### config.mk
export PLATFORM = sky130hd
export DESIGN_NAME = tone_sequencer_flat
export DESIGN_NICKNAME = d
export VERILOG_FILES = /design/src/rtl/tone_seq_if.sv /design/src/rtl/tone_sequencer.sv /design/src/flat_wrapper.sv
export SDC_FILE = /design/constraint.sdc
export NUM_CORES = 1
export LEC_CHECK = 0
export BUFFER_PORTS_ARGS = -buffer_cell sky130_fd_sc_hd__buf_2
export CORE_MARGIN = 10
export CORE_UTILIZATION = 55
export CTS_BUF_LIST = sky130_fd_sc_hd__clkbuf_2 sky130_fd_sc_hd__clkbuf_4 sky130_fd_sc_hd__clkbuf_8
export DETAILED_ROUTE_END_ITERATION = 10
export GPL_ROUTABILITY_DRIVEN = 0
export HOLD_SLACK_MARGIN = 0.02
export MAX_ROUTING_LAYER = met4
export PLACE_DENSITY = 0.79
export RECOVER_POWER = 25
export SYNTH_ARGS = -nofsm -noshare
export SYNTH_HDL_FRONTEND = slang
export SYNTH_SLANG_ARGS = --single-unit
### constraint.sdc
create_clock -name clk -period 3.6 [get_ports clk]
set_input_delay 0.72 -clock clk [delete_from_list [all_inputs] [get_ports clk]]
set_output_delay 0.72 -clock clk [all_outputs]
set_load 0.02 [all_outputs]
### src/rtl/tone_seq_if.sv
// Note command handshake and tone-generator drive bundle for tone_sequencer.
// master = command source / tone generator side, slave = the sequencer.
interface tone_seq_if;
    logic        cmd_valid;
    logic        cmd_ready;
    logic [31:0] cmd_period;
    logic [15:0] cmd_duration_ms;
    logic [3:0]  cmd_volume;
    logic        abort;
    logic        new_period;
    logic [31:0] clks_per_period;
    logic [3:0]  volume;
    logic        busy;
    logic        note_done;

    modport master (
        output cmd_valid, cmd_period, cmd_duration_ms, cmd_volume, abort,
        input  cmd_ready, new_period, clks_per_period, volume, busy, note_done
    );
    modport slave (
        input  cmd_valid, cmd_period, cmd_duration_ms, cmd_volume, abort,
        output cmd_ready, new_period, clks_per_period, volume, busy, note_done
    );
endinterface

### src/rtl/tone_sequencer.sv
// Note-level controller for the PWM tone generator: one note per command,
// linear attack/release envelope, then a silent gap before note_done.
module tone_sequencer #(
    parameter int unsigned CLKS_PER_MS   = 100000,
    parameter int unsigned ENV_STEP_CLKS = 500000,
    parameter int unsigned GAP_MS        = 10
) (
    input  logic       clk,
    input  logic       resetn,
    tone_seq_if.slave  bus
);
    typedef enum logic [2:0] {S_IDLE, S_ATTACK, S_SUSTAIN, S_RELEASE, S_GAP} state_t;

    state_t      r_state, w_state_nxt;
    logic [31:0] r_pre, r_step, r_cpp;
    logic [15:0] r_ms, r_dur, w_ms_inc;
    logic [3:0]  r_tgt, r_vol;
    logic        r_np, r_done;
    logic        w_tick, w_step, w_expire, w_gap_done, w_enter;
    logic        w_accept, w_vol_inc, w_vol_dec, w_done;

    assign w_tick     = (r_pre == CLKS_PER_MS - 1);
    assign w_step     = (r_step == ENV_STEP_CLKS - 1);
    assign w_ms_inc   = r_ms + 16'd1;
    assign w_expire   = w_tick && (w_ms_inc == r_dur);
    assign w_gap_done = (GAP_MS == 0) || (w_tick && (32'(w_ms_inc) == GAP_MS));
    assign w_enter    = (w_state_nxt != r_state);

    always_comb begin
        w_state_nxt = r_state;
        w_accept    = 1'b0;
        w_vol_inc   = 1'b0;
        w_vol_dec   = 1'b0;
        w_done      = 1'b0;
        case (r_state)
            S_IDLE: begin
                if (bus.cmd_valid) begin
                    w_accept = 1'b1;
                    if (bus.cmd_duration_ms != 16'd0) w_state_nxt = S_ATTACK;
                    else                              w_done      = 1'b1;
                end
            end
            S_ATTACK: begin
                // abort outranks ms expiry, which outranks reaching the target
                if (bus.abort || w_expire) w_state_nxt = S_RELEASE;
                else if (r_vol >= r_tgt)   w_state_nxt = S_SUSTAIN;
                else if (w_step)           w_vol_inc   = 1'b1;
            end
            S_SUSTAIN: begin
                if (bus.abort || w_expire) w_state_nxt = S_RELEASE;
            end
            S_RELEASE: begin
                if (r_vol == 4'd0) w_state_nxt = S_GAP;
                else if (w_step)   w_vol_dec   = 1'b1;
            end
            S_GAP: begin
                if (w_gap_done) begin
                    w_state_nxt = S_IDLE;
                    w_done      = 1'b1;
                end
            end
            default: w_state_nxt = S_IDLE;
        endcase
    end

    always_ff @(posedge clk or negedge resetn) begin
        if (!resetn) r_state <= S_IDLE;
        else         r_state <= w_state_nxt;
    end

    // ms prescaler and elapsed counter restart at ATTACK and GAP entry; the
    // count carries across ATTACK->SUSTAIN so duration covers both.
    always_ff @(posedge clk or negedge resetn) begin
        if (!resetn) begin
            r_pre <= '0;
            r_ms  <= '0;
        end else if ((w_enter && (w_state_nxt == S_ATTACK || w_state_nxt == S_GAP)) ||
                     r_state == S_IDLE || r_state == S_RELEASE) begin
            r_pre <= '0;
            r_ms  <= '0;
        end else if (w_tick) begin
            r_pre <= '0;
            r_ms  <= w_ms_inc;
        end else begin
            r_pre <= r_pre + 32'd1;
        end
    end

    always_ff @(posedge clk or negedge resetn) begin
        if (!resetn)                                             r_step <= '0;
        else if (w_enter || !(r_state inside {S_ATTACK, S_RELEASE})) r_step <= '0;
        else if (w_step)                                         r_step <= '0;
        else                                                     r_step <= r_step + 32'd1;
    end

    always_ff @(posedge clk or negedge resetn) begin
        if (!resetn) begin
            r_dur  <= '0;
            r_tgt  <= '0;
            r_vol  <= '0;
            r_cpp  <= '0;
            r_np   <= 1'b0;
            r_done <= 1'b0;
        end else begin
            r_np   <= w_accept && (bus.cmd_duration_ms != 16'd0);
            r_done <= w_done;
            if (w_accept) begin
                r_dur <= bus.cmd_duration_ms;
                r_cpp <= bus.cmd_period;
                // a rest plays silently with normal timing
                r_tgt <= (bus.cmd_period == 32'd0) ? 4'd0 : bus.cmd_volume;
                r_vol <= 4'd0;
            end else if (w_vol_inc && r_vol != 4'hF) begin
                r_vol <= r_vol + 4'd1;
            end else if (w_vol_dec && r_vol != 4'h0) begin
                r_vol <= r_vol - 4'd1;
            end
        end
    end

    assign bus.cmd_ready       = (r_state == S_IDLE);
    assign bus.busy            = (r_state != S_IDLE);
    assign bus.new_period      = r_np;
    assign bus.clks_per_period = r_cpp;
    assign bus.volume          = r_vol;
    assign bus.note_done       = r_done;
endmodule

### src/flat_wrapper.sv
// flat-port wrapper written by rule: the top's interface ports become plain ports
module tone_sequencer_flat 
#(
    parameter int unsigned CLKS_PER_MS   = 100000,
    parameter int unsigned ENV_STEP_CLKS = 500000,
    parameter int unsigned GAP_MS        = 10
)
  (clk, resetn, bus_cmd_valid, bus_cmd_period, bus_cmd_duration_ms, bus_cmd_volume, bus_abort, bus_cmd_ready, bus_new_period, bus_clks_per_period, bus_volume, bus_busy, bus_note_done);
  tone_seq_if bus_i ();
  input  logic clk;
  input  logic resetn;
  input wire logic [$bits(bus_i.cmd_valid)-1:0] bus_cmd_valid;
  input wire logic [$bits(bus_i.cmd_period)-1:0] bus_cmd_period;
  input wire logic [$bits(bus_i.cmd_duration_ms)-1:0] bus_cmd_duration_ms;
  input wire logic [$bits(bus_i.cmd_volume)-1:0] bus_cmd_volume;
  input wire logic [$bits(bus_i.abort)-1:0] bus_abort;
  output wire logic [$bits(bus_i.cmd_ready)-1:0] bus_cmd_ready;
  output wire logic [$bits(bus_i.new_period)-1:0] bus_new_period;
  output wire logic [$bits(bus_i.clks_per_period)-1:0] bus_clks_per_period;
  output wire logic [$bits(bus_i.volume)-1:0] bus_volume;
  output wire logic [$bits(bus_i.busy)-1:0] bus_busy;
  output wire logic [$bits(bus_i.note_done)-1:0] bus_note_done;
  assign bus_i.cmd_valid = bus_cmd_valid;
  assign bus_i.cmd_period = bus_cmd_period;
  assign bus_i.cmd_duration_ms = bus_cmd_duration_ms;
  assign bus_i.cmd_volume = bus_cmd_volume;
  assign bus_i.abort = bus_abort;
  assign bus_cmd_ready = bus_i.cmd_ready;
  assign bus_new_period = bus_i.new_period;
  assign bus_clks_per_period = bus_i.clks_per_period;
  assign bus_volume = bus_i.volume;
  assign bus_busy = bus_i.busy;
  assign bus_note_done = bus_i.note_done;
  tone_sequencer #(.CLKS_PER_MS(CLKS_PER_MS), .ENV_STEP_CLKS(ENV_STEP_CLKS), .GAP_MS(GAP_MS)) u_core (.clk(clk), .resetn(resetn), .bus(bus_i));
endmodule
==> results of run 1 <==
## worst min-delay path: stages
cell and delay [ps]:
buf_2 90, nand2_1 40, nand2_1 40
## timing repair
item / CTS / global route
endpoints found under the setup margin: 0 / 1
endpoints found under the hold margin: 0 / 0
buffers inserted: 0 / 5
hold buffers: 0 / 0
gates resized for setup: 0 / 18
## state kept, by name (all words and copies together), names as in the netlist
register and count:
u_core.r_pre 32, u_core.r_state 3, u_core.r_step 32, u_core.r_tgt 4
u_core.bus.volume 4, u_core.bus.note_done 1, u_core.r_ms 16, u_core.bus.new_period 1
u_core.bus.clks_per_period 32, u_core.r_dur 16
## Yosys cell counts (3+ instances only)
| master | count |
|---|---|
| nand2_1 | 198 |
| dfrtp_1 | 141 |
| nor2_1 | 111 |
| xor2_1 | 49 |
| nand3_1 | 48 |
| xnor2_1 | 42 |
| nor4_1 | 39 |
| clkbuf_1 | 28 |
| nand4_1 | 25 |
| nor3_1 | 17 |
| inv_1 | 16 |
| o21ai_0 | 12 |
| and4_1 | 10 |
| ha_1 | 10 |
| or3_1 | 10 |
| a21oi_1 | 9 |
| buf_2 | 8 |
| a21o_1 | 7 |
| and3_1 | 7 |
| mux2i_1 | 6 |
| nor2b_1 | 6 |
| or2_2 | 6 |
| nand2b_1 | 5 |
| or4_1 | 4 |
| a211oi_1 | 3 |
| nor4b_1 | 3 |
| o31ai_1 | 3 |
## cell families (layout without fill, tap and decap cells)
group,Yosys count,in the layout,share of synthesized area
AOI/OAI and AO/OA,55,55,0.0563
xor gates and xnor gates,91,91,0.105
adders and majority gates,11,11,0.0192
buffers and inverters,55,179,0.0308
DFF,141,141,0.467
muxes,8,8,0.0109
and+or+nand+nor,499,499,0.311
## layout make-up
| cell class | count | area [um^2] | share of cell area |
|---|---|---|---|
| Clock buffer | 18 | 248 | 0.0279 |
| Clock inverter | 14 | 168 | 0.0189 |
| Inverter | 16 | 60.1 | 0.00677 |
| Multi-Input combinational cell | 664 | 3880 | 0.438 |
| Sequential cell | 141 | 3530 | 0.398 |
| Tap cell | 176 | 220 | 0.0248 |
| Timing Repair Buffer | 131 | 763 | 0.0860 |
## per-stage QoR
| step | util | cells | hold slack, ps |
|---|---|---|---|
| after detailed placement | 0.625 | 1123 | 457 |
| final | 0.665 | 1160 | 461 |
| after global routing | 0.665 | 1160 | 455 |
| after floorplan | - | 860 | 424 |
| after global placement | 0.625 | 1123 | 452 |
| after CTS | 0.656 | 1155 | 217 |
## power groups by stage
stage	Combinational, mW	Sequential [mW]	Clock, mW
2_1_floorplan	0.0904	1.68	0
3_3_place_gp	0.172	1.68	0
3_5_place_dp	0.177	1.68	0
4_1_cts	0.177	1.65	1.36
5_1_grt	0.201	1.66	1.43
6_report	0.175	1.66	1.34
## final timing paths
| path | slack, ps | depth (start not counted) | start | endpoint |
|---|---|---|---|---|
| setup / recovery | 170 | 14 | u_core.r_ms[7] | u_core.bus.volume[3] |
| hold / removal | 460 | 3 | bus_cmd_period[27] | u_core.bus.clks_per_period[27] |
| setup reg to reg | 170 | 14 | u_core.r_ms[7] | u_core.bus.volume[3] |
| hold reg to reg | 470 | 2 | u_core.bus.clks_per_period[27] | u_core.bus.clks_per_period[27] |
| max in group asynchronous | 600 | 1 | resetn | u_core.r_ms[1] |
| min in group asynchronous | 1290 | 1 | resetn | u_core.r_dur[2] |
## metal layers
| layer | vias up | track usage | wire, um |
|---|---|---|---|
| met5 | - | - | 0 |
| met4 | 0 | 0.0767 | 356 |
| met3 | 31 | 0.0375 | 873 |
| met2 | 199 | 0.312 | 8560 |
| met1 | 3085 | 0.265 | 8210 |
| li1 | 3153 | - | - |
==> impl_metrics.env, run 1 <==
export IMPL_antenna_found_initial=0
export IMPL_nNetsFinal=1038
export IMPL_drive_gt1_frac=0.203
export IMPL_diodes=0
export IMPL_portBuffers=95
export IMPL_dp_slack_ps=79.7
export IMPL_cts_buffers=17
export IMPL_ys_types=52
export IMPL_synth_top_area_frac=0.467
export IMPL_yosysTopAreaCell="dfrtp_1"
export IMPL_total_power_mw=3.17
export IMPL_max_cap_viol_count=1
export IMPL_status="finished, violations left"
export IMPL_worstMarginPinSlew_ps=2670
export IMPL_p_per_area_mw_per_mm2=357
export IMPL_clock_latency_ps=460
export IMPL_critPathLaunchType="register"
export IMPL_max_freq_ghz=0.292
export IMPL_final_cell_mix="nand2_1 (196), dfrtp_1 (139), nor2_1 (110)"
export IMPL_synth_edf_count=0
export IMPL_grt_pass1_wl_mm=30.0
export IMPL_crit_path_end_kind="register"
export IMPL_dpl_hpwl_mm=12.9
export IMPL_postRouteAntennaNets=0
export IMPL_leakage_nw=4.26
export IMPL_wire_per_inst_um=15.5
export IMPL_skew_ps=12.6
export IMPL_drt_first_pass_iters=5
export IMPL_root_buffer="clkbuf_8"
export IMPL_ys_seq_area_frac=0.467
export IMPL_ys_flop_type="dfrtp_1"
export IMPL_worstPathRequired_ps=3930
export IMPL_synthesis_nets=927
export IMPL_totalWireLength_mm=18.0
export IMPL_drt_initial_drc_count=568
export IMPL_ir_drop_mv=0.231
export IMPL_violations="max-capacitance violations, max-slew violations"
export IMPL_clk_path_buf_depth=2
export IMPL_track_usage=0.204
export IMPL_slowest_delay_ps=560
export IMPL_synth_seq_cells=141
export IMPL_io_pins=96
export IMPL_worstPathMaxFanout=6
export IMPL_power_switching_mw=0.778
export IMPL_drc_errors=0
export IMPL_yosys_top_cells_area="dfrtp_1 (47%), nand2_1 (9.8%), xor2_1 (5.7%)"
export IMPL_syn_area_mm2=0.00756
export IMPL_placed_area_mm2=0.00834
export IMPL_slew_headroom=-0.778
export IMPL_crit_top_cell="nand4_4"
export IMPL_num_vias=6468
export IMPL_clk_pin_slew_ps=90
export IMPL_pwr_share_clk=0.422
export IMPL_slowest_stage="or4_4"
export IMPL_hp_class="in -> reg"
export IMPL_finalSetupViolCount=0
export IMPL_setup_tns_ps=0
export IMPL_final_common_cell="nand2_1"
export IMPL_critical_path_class="reg -> reg"
export IMPL_gr_total_overflow=0
export IMPL_finalCritPeriodShare=0.953
export IMPL_seq_power_share=0.523
export IMPL_combPwrFrac=0.055
export IMPL_yosysWarningCount=0
export IMPL_filler_cell_count=1130
export IMPL_crit_family="simple AND/OR/NAND/NOR gates"
export IMPL_cts_max_level=4
export IMPL_area_growth_pct=17.4
export IMPL_setup_ws_ps=171
export IMPL_p_int_mw=2.39
export IMPL_hold_viol_final=0
export IMPL_cts_sinks=141
export IMPL_die_area_mm2=0.0188
export IMPL_core_area_mm2=0.0133
export IMPL_final_cell_area_mm2=0.00887
export IMPL_rows=42
export IMPL_syn_avg_cell_area_um2=8.79
export IMPL_die_h_um=137
export IMPL_syn_instance_count=860
export IMPL_worstPathCellList="nand4_4 -> or4_4 -> or3_1 -> a211o_1 -> a21oi_4 -> nand4_4 -> nand2_2 -> or2_2 -> ha_1 -> a21o_1 -> a21oi_1 -> nor4b_2 -> a31oi_1 -> mux2i_1"
export IMPL_finalCriticalPeriod_ps=3430
export IMPL_grt_pass1_vias=6196
export IMPL_initial_core_util=0.566
export IMPL_p_sw_frac=0.246
export IMPL_worstPathArrival_ps=3760
export IMPL_critPathBufInv=0
export IMPL_chipWidth_um=137
export IMPL_ys_async_sr_fraction=1.00
export IMPL_cts_tree="done"
export IMPL_routed_via_density=5.58
export IMPL_drv_slew=56
export IMPL_grt_max_degree=58
Note: power is estimated with default switching activity, not from simulation.
==> run 2, diff against run 1 <==
- PLACE_DENSITY: 0.79 -> 0.89
==> run 2 against run 1 <==
Cell area fell by 0.99%. Wire length is 5.8% higher. Clock-buffer cell count unchanged. Total power down 0.81%. Largest power group unchanged. The flow still finishes with violations (max-capacitance violations, max-slew violations).
==> impl_metrics.env, run 2 (synthesized netlist as in run 1, its figures left out) <==
export IMPL_worstPathArrival_ps=3810
export IMPL_grt_max_degree=76
export IMPL_slowest_stage="nor2_1"
export IMPL_leakage_nw=4.21
export IMPL_rows=42
export IMPL_worstPathRequired_ps=3950
export IMPL_drt_initial_drc_count=601
export IMPL_postRouteAntennaNets=0
export IMPL_diodes=0
export IMPL_setup_ws_ps=137
export IMPL_routed_via_density=5.74
export IMPL_critPathLaunchType="register"
export IMPL_drv_slew=76
export IMPL_violations="max-capacitance violations, max-slew violations"
export IMPL_ctsHoldBuffers=0
export IMPL_finalCritPeriodShare=0.962
export IMPL_cts_max_level=4
export IMPL_finalCriticalPeriod_ps=3460
export IMPL_dp_slack_ps=6.70
export IMPL_wire_per_inst_um=16.5
export IMPL_slowest_delay_ps=450
export IMPL_layout_cells_non_filler=1156
export IMPL_skew_ps=13.4
export IMPL_track_usage=0.210
export IMPL_grt_pass1_vias=6503
export IMPL_p_per_area_mw_per_mm2=358
export IMPL_hp_class="in -> reg"
export IMPL_nNetsFinal=1034
export IMPL_max_freq_ghz=0.289
export IMPL_chipWidth_um=137
export IMPL_setup_tns_ps=0
export IMPL_crit_path_end_kind="register"
export IMPL_worstMarginPinSlew_ps=1850
export IMPL_num_vias=6640
export IMPL_antenna_found_initial=0
export IMPL_finalSetupViolCount=0
export IMPL_clk_path_buf_depth=2
export IMPL_initial_core_util=0.566
export IMPL_core_area_mm2=0.0133
export IMPL_io_pins=96
export IMPL_critical_path_class="reg -> reg"
export IMPL_cts_sinks=141
export IMPL_placed_area_mm2=0.00830
export IMPL_cts_buffers=17
export IMPL_cts_tree="done"
export IMPL_portBuffers=95
export IMPL_filler_cell_count=1074
export IMPL_dpl_hpwl_mm=13.2
export IMPL_clock_latency_ps=460
export IMPL_gr_total_overflow=0
export IMPL_status="finished, violations left"
export IMPL_drive_gt1_frac=0.195
export IMPL_ir_drop_mv=0.321
export IMPL_grt_pass1_wl_mm=31.0
export IMPL_final_common_cell="nand2_1"
export IMPL_drc_errors=0
export IMPL_slew_headroom=-0.235
export IMPL_hold_viol_final=0
export IMPL_crit_family="simple AND/OR/NAND/NOR gates"
export IMPL_totalWireLength_mm=19.0
export IMPL_final_util=0.658
export IMPL_area_growth_pct=16.2
export IMPL_max_cap_viol_count=1
export IMPL_final_cell_mix="nand2_1 (196), dfrtp_1 (140), nor2_1 (111)"
export IMPL_worstPathMaxFanout=8
export IMPL_die_h_um=137
export IMPL_critPathBufInv=1
export IMPL_crit_top_cell="nand4_1"
export IMPL_root_buffer="clkbuf_8"
export IMPL_drt_first_pass_iters=6
export IMPL_die_area_mm2=0.0188
export IMPL_clk_pin_slew_ps=90
export IMPL_final_cell_area_mm2=0.00879
export IMPL_dp_cells=1119
export IMPL_worstPathCellList="buf_4 -> nand4_1 -> nor2_1 -> nand4_1 -> nand4_1 -> nor3_2 -> nand4_4 -> nand2_2 -> or2_2 -> ha_1 -> a21o_1 -> a21oi_2 -> nor4b_4 -> a31oi_1 -> mux2i_1"
run 2: cell type report:
class | count | area (um^2) | share of cell area
clock inverter | 14 | 160 | 0.0182
multi-input combinational | 664 | 3860 | 0.439
sequential | 141 | 3530 | 0.402
clock buffer | 18 | 248 | 0.0282
tap | 176 | 220 | 0.0251
inverter | 16 | 60.1 | 0.00684
timing repair buffer | 127 | 712 | 0.0810
run 2: stage by stage:
step / hold slack [ps] / total power, mW
after CTS: 260 / 3.16
after global routing: 442 / 3.26
after floorplan: 424 / 1.77
after detailed placement: 457 / 1.86
final: 457 / 3.14
after global placement: 452 / 1.85
run 2: power breakdown:
| part | internal, mW | switching [mW] | total, mW |
|---|---|---|---|
| registers | 1.62 | 0.0405 | 1.66 |
| logic | 0.0671 | 0.108 | 0.175 |
| clock network | 0.646 | 0.664 | 1.31 |
run 2: final timing paths:
check                                                     from                        endpoint  slack (ps)  cells past startpoint
worst max-delay path                            u_core.r_ms[2]            u_core.bus.volume[3]         140                     15
worst min-delay path                         bus_cmd_volume[2]                 u_core.r_tgt[2]         460                      3
worst max register to register                  u_core.r_ms[2]            u_core.bus.volume[3]         140                     15
worst min register to register  u_core.bus.clks_per_period[29]  u_core.bus.clks_per_period[29]         480                      2
max in group asynchronous                               resetn                u_core.r_pre[31]        1580                      2
min in group asynchronous                               resetn   u_core.bus.clks_per_period[6]         750                      1
run 2: metal layers:
| metal | part of all wire | vias to the layer above | track usage |
|---|---|---|---|
| li1 | - | 3144 | - |
| met1 | 0.42 | 3186 | 0.257 |
| met2 | 0.49 | 248 | 0.330 |
| met3 | 0.064 | 62 | 0.0503 |
| met4 | 0.028 | 0 | 0.0820 |
| met5 | 0 | - | - |
run 2: repair_timing:
action                     CTS  global route
resized for setup            1            11
hold endpoints to repair     0             0
pin swaps                    0             9
buffers inserted             0             5
setup endpoints to repair    1             2
run 2: worst min-delay path: stages:
cell     delay (ps)
buf_2            70
nand2_1          30
o21ai_0          60
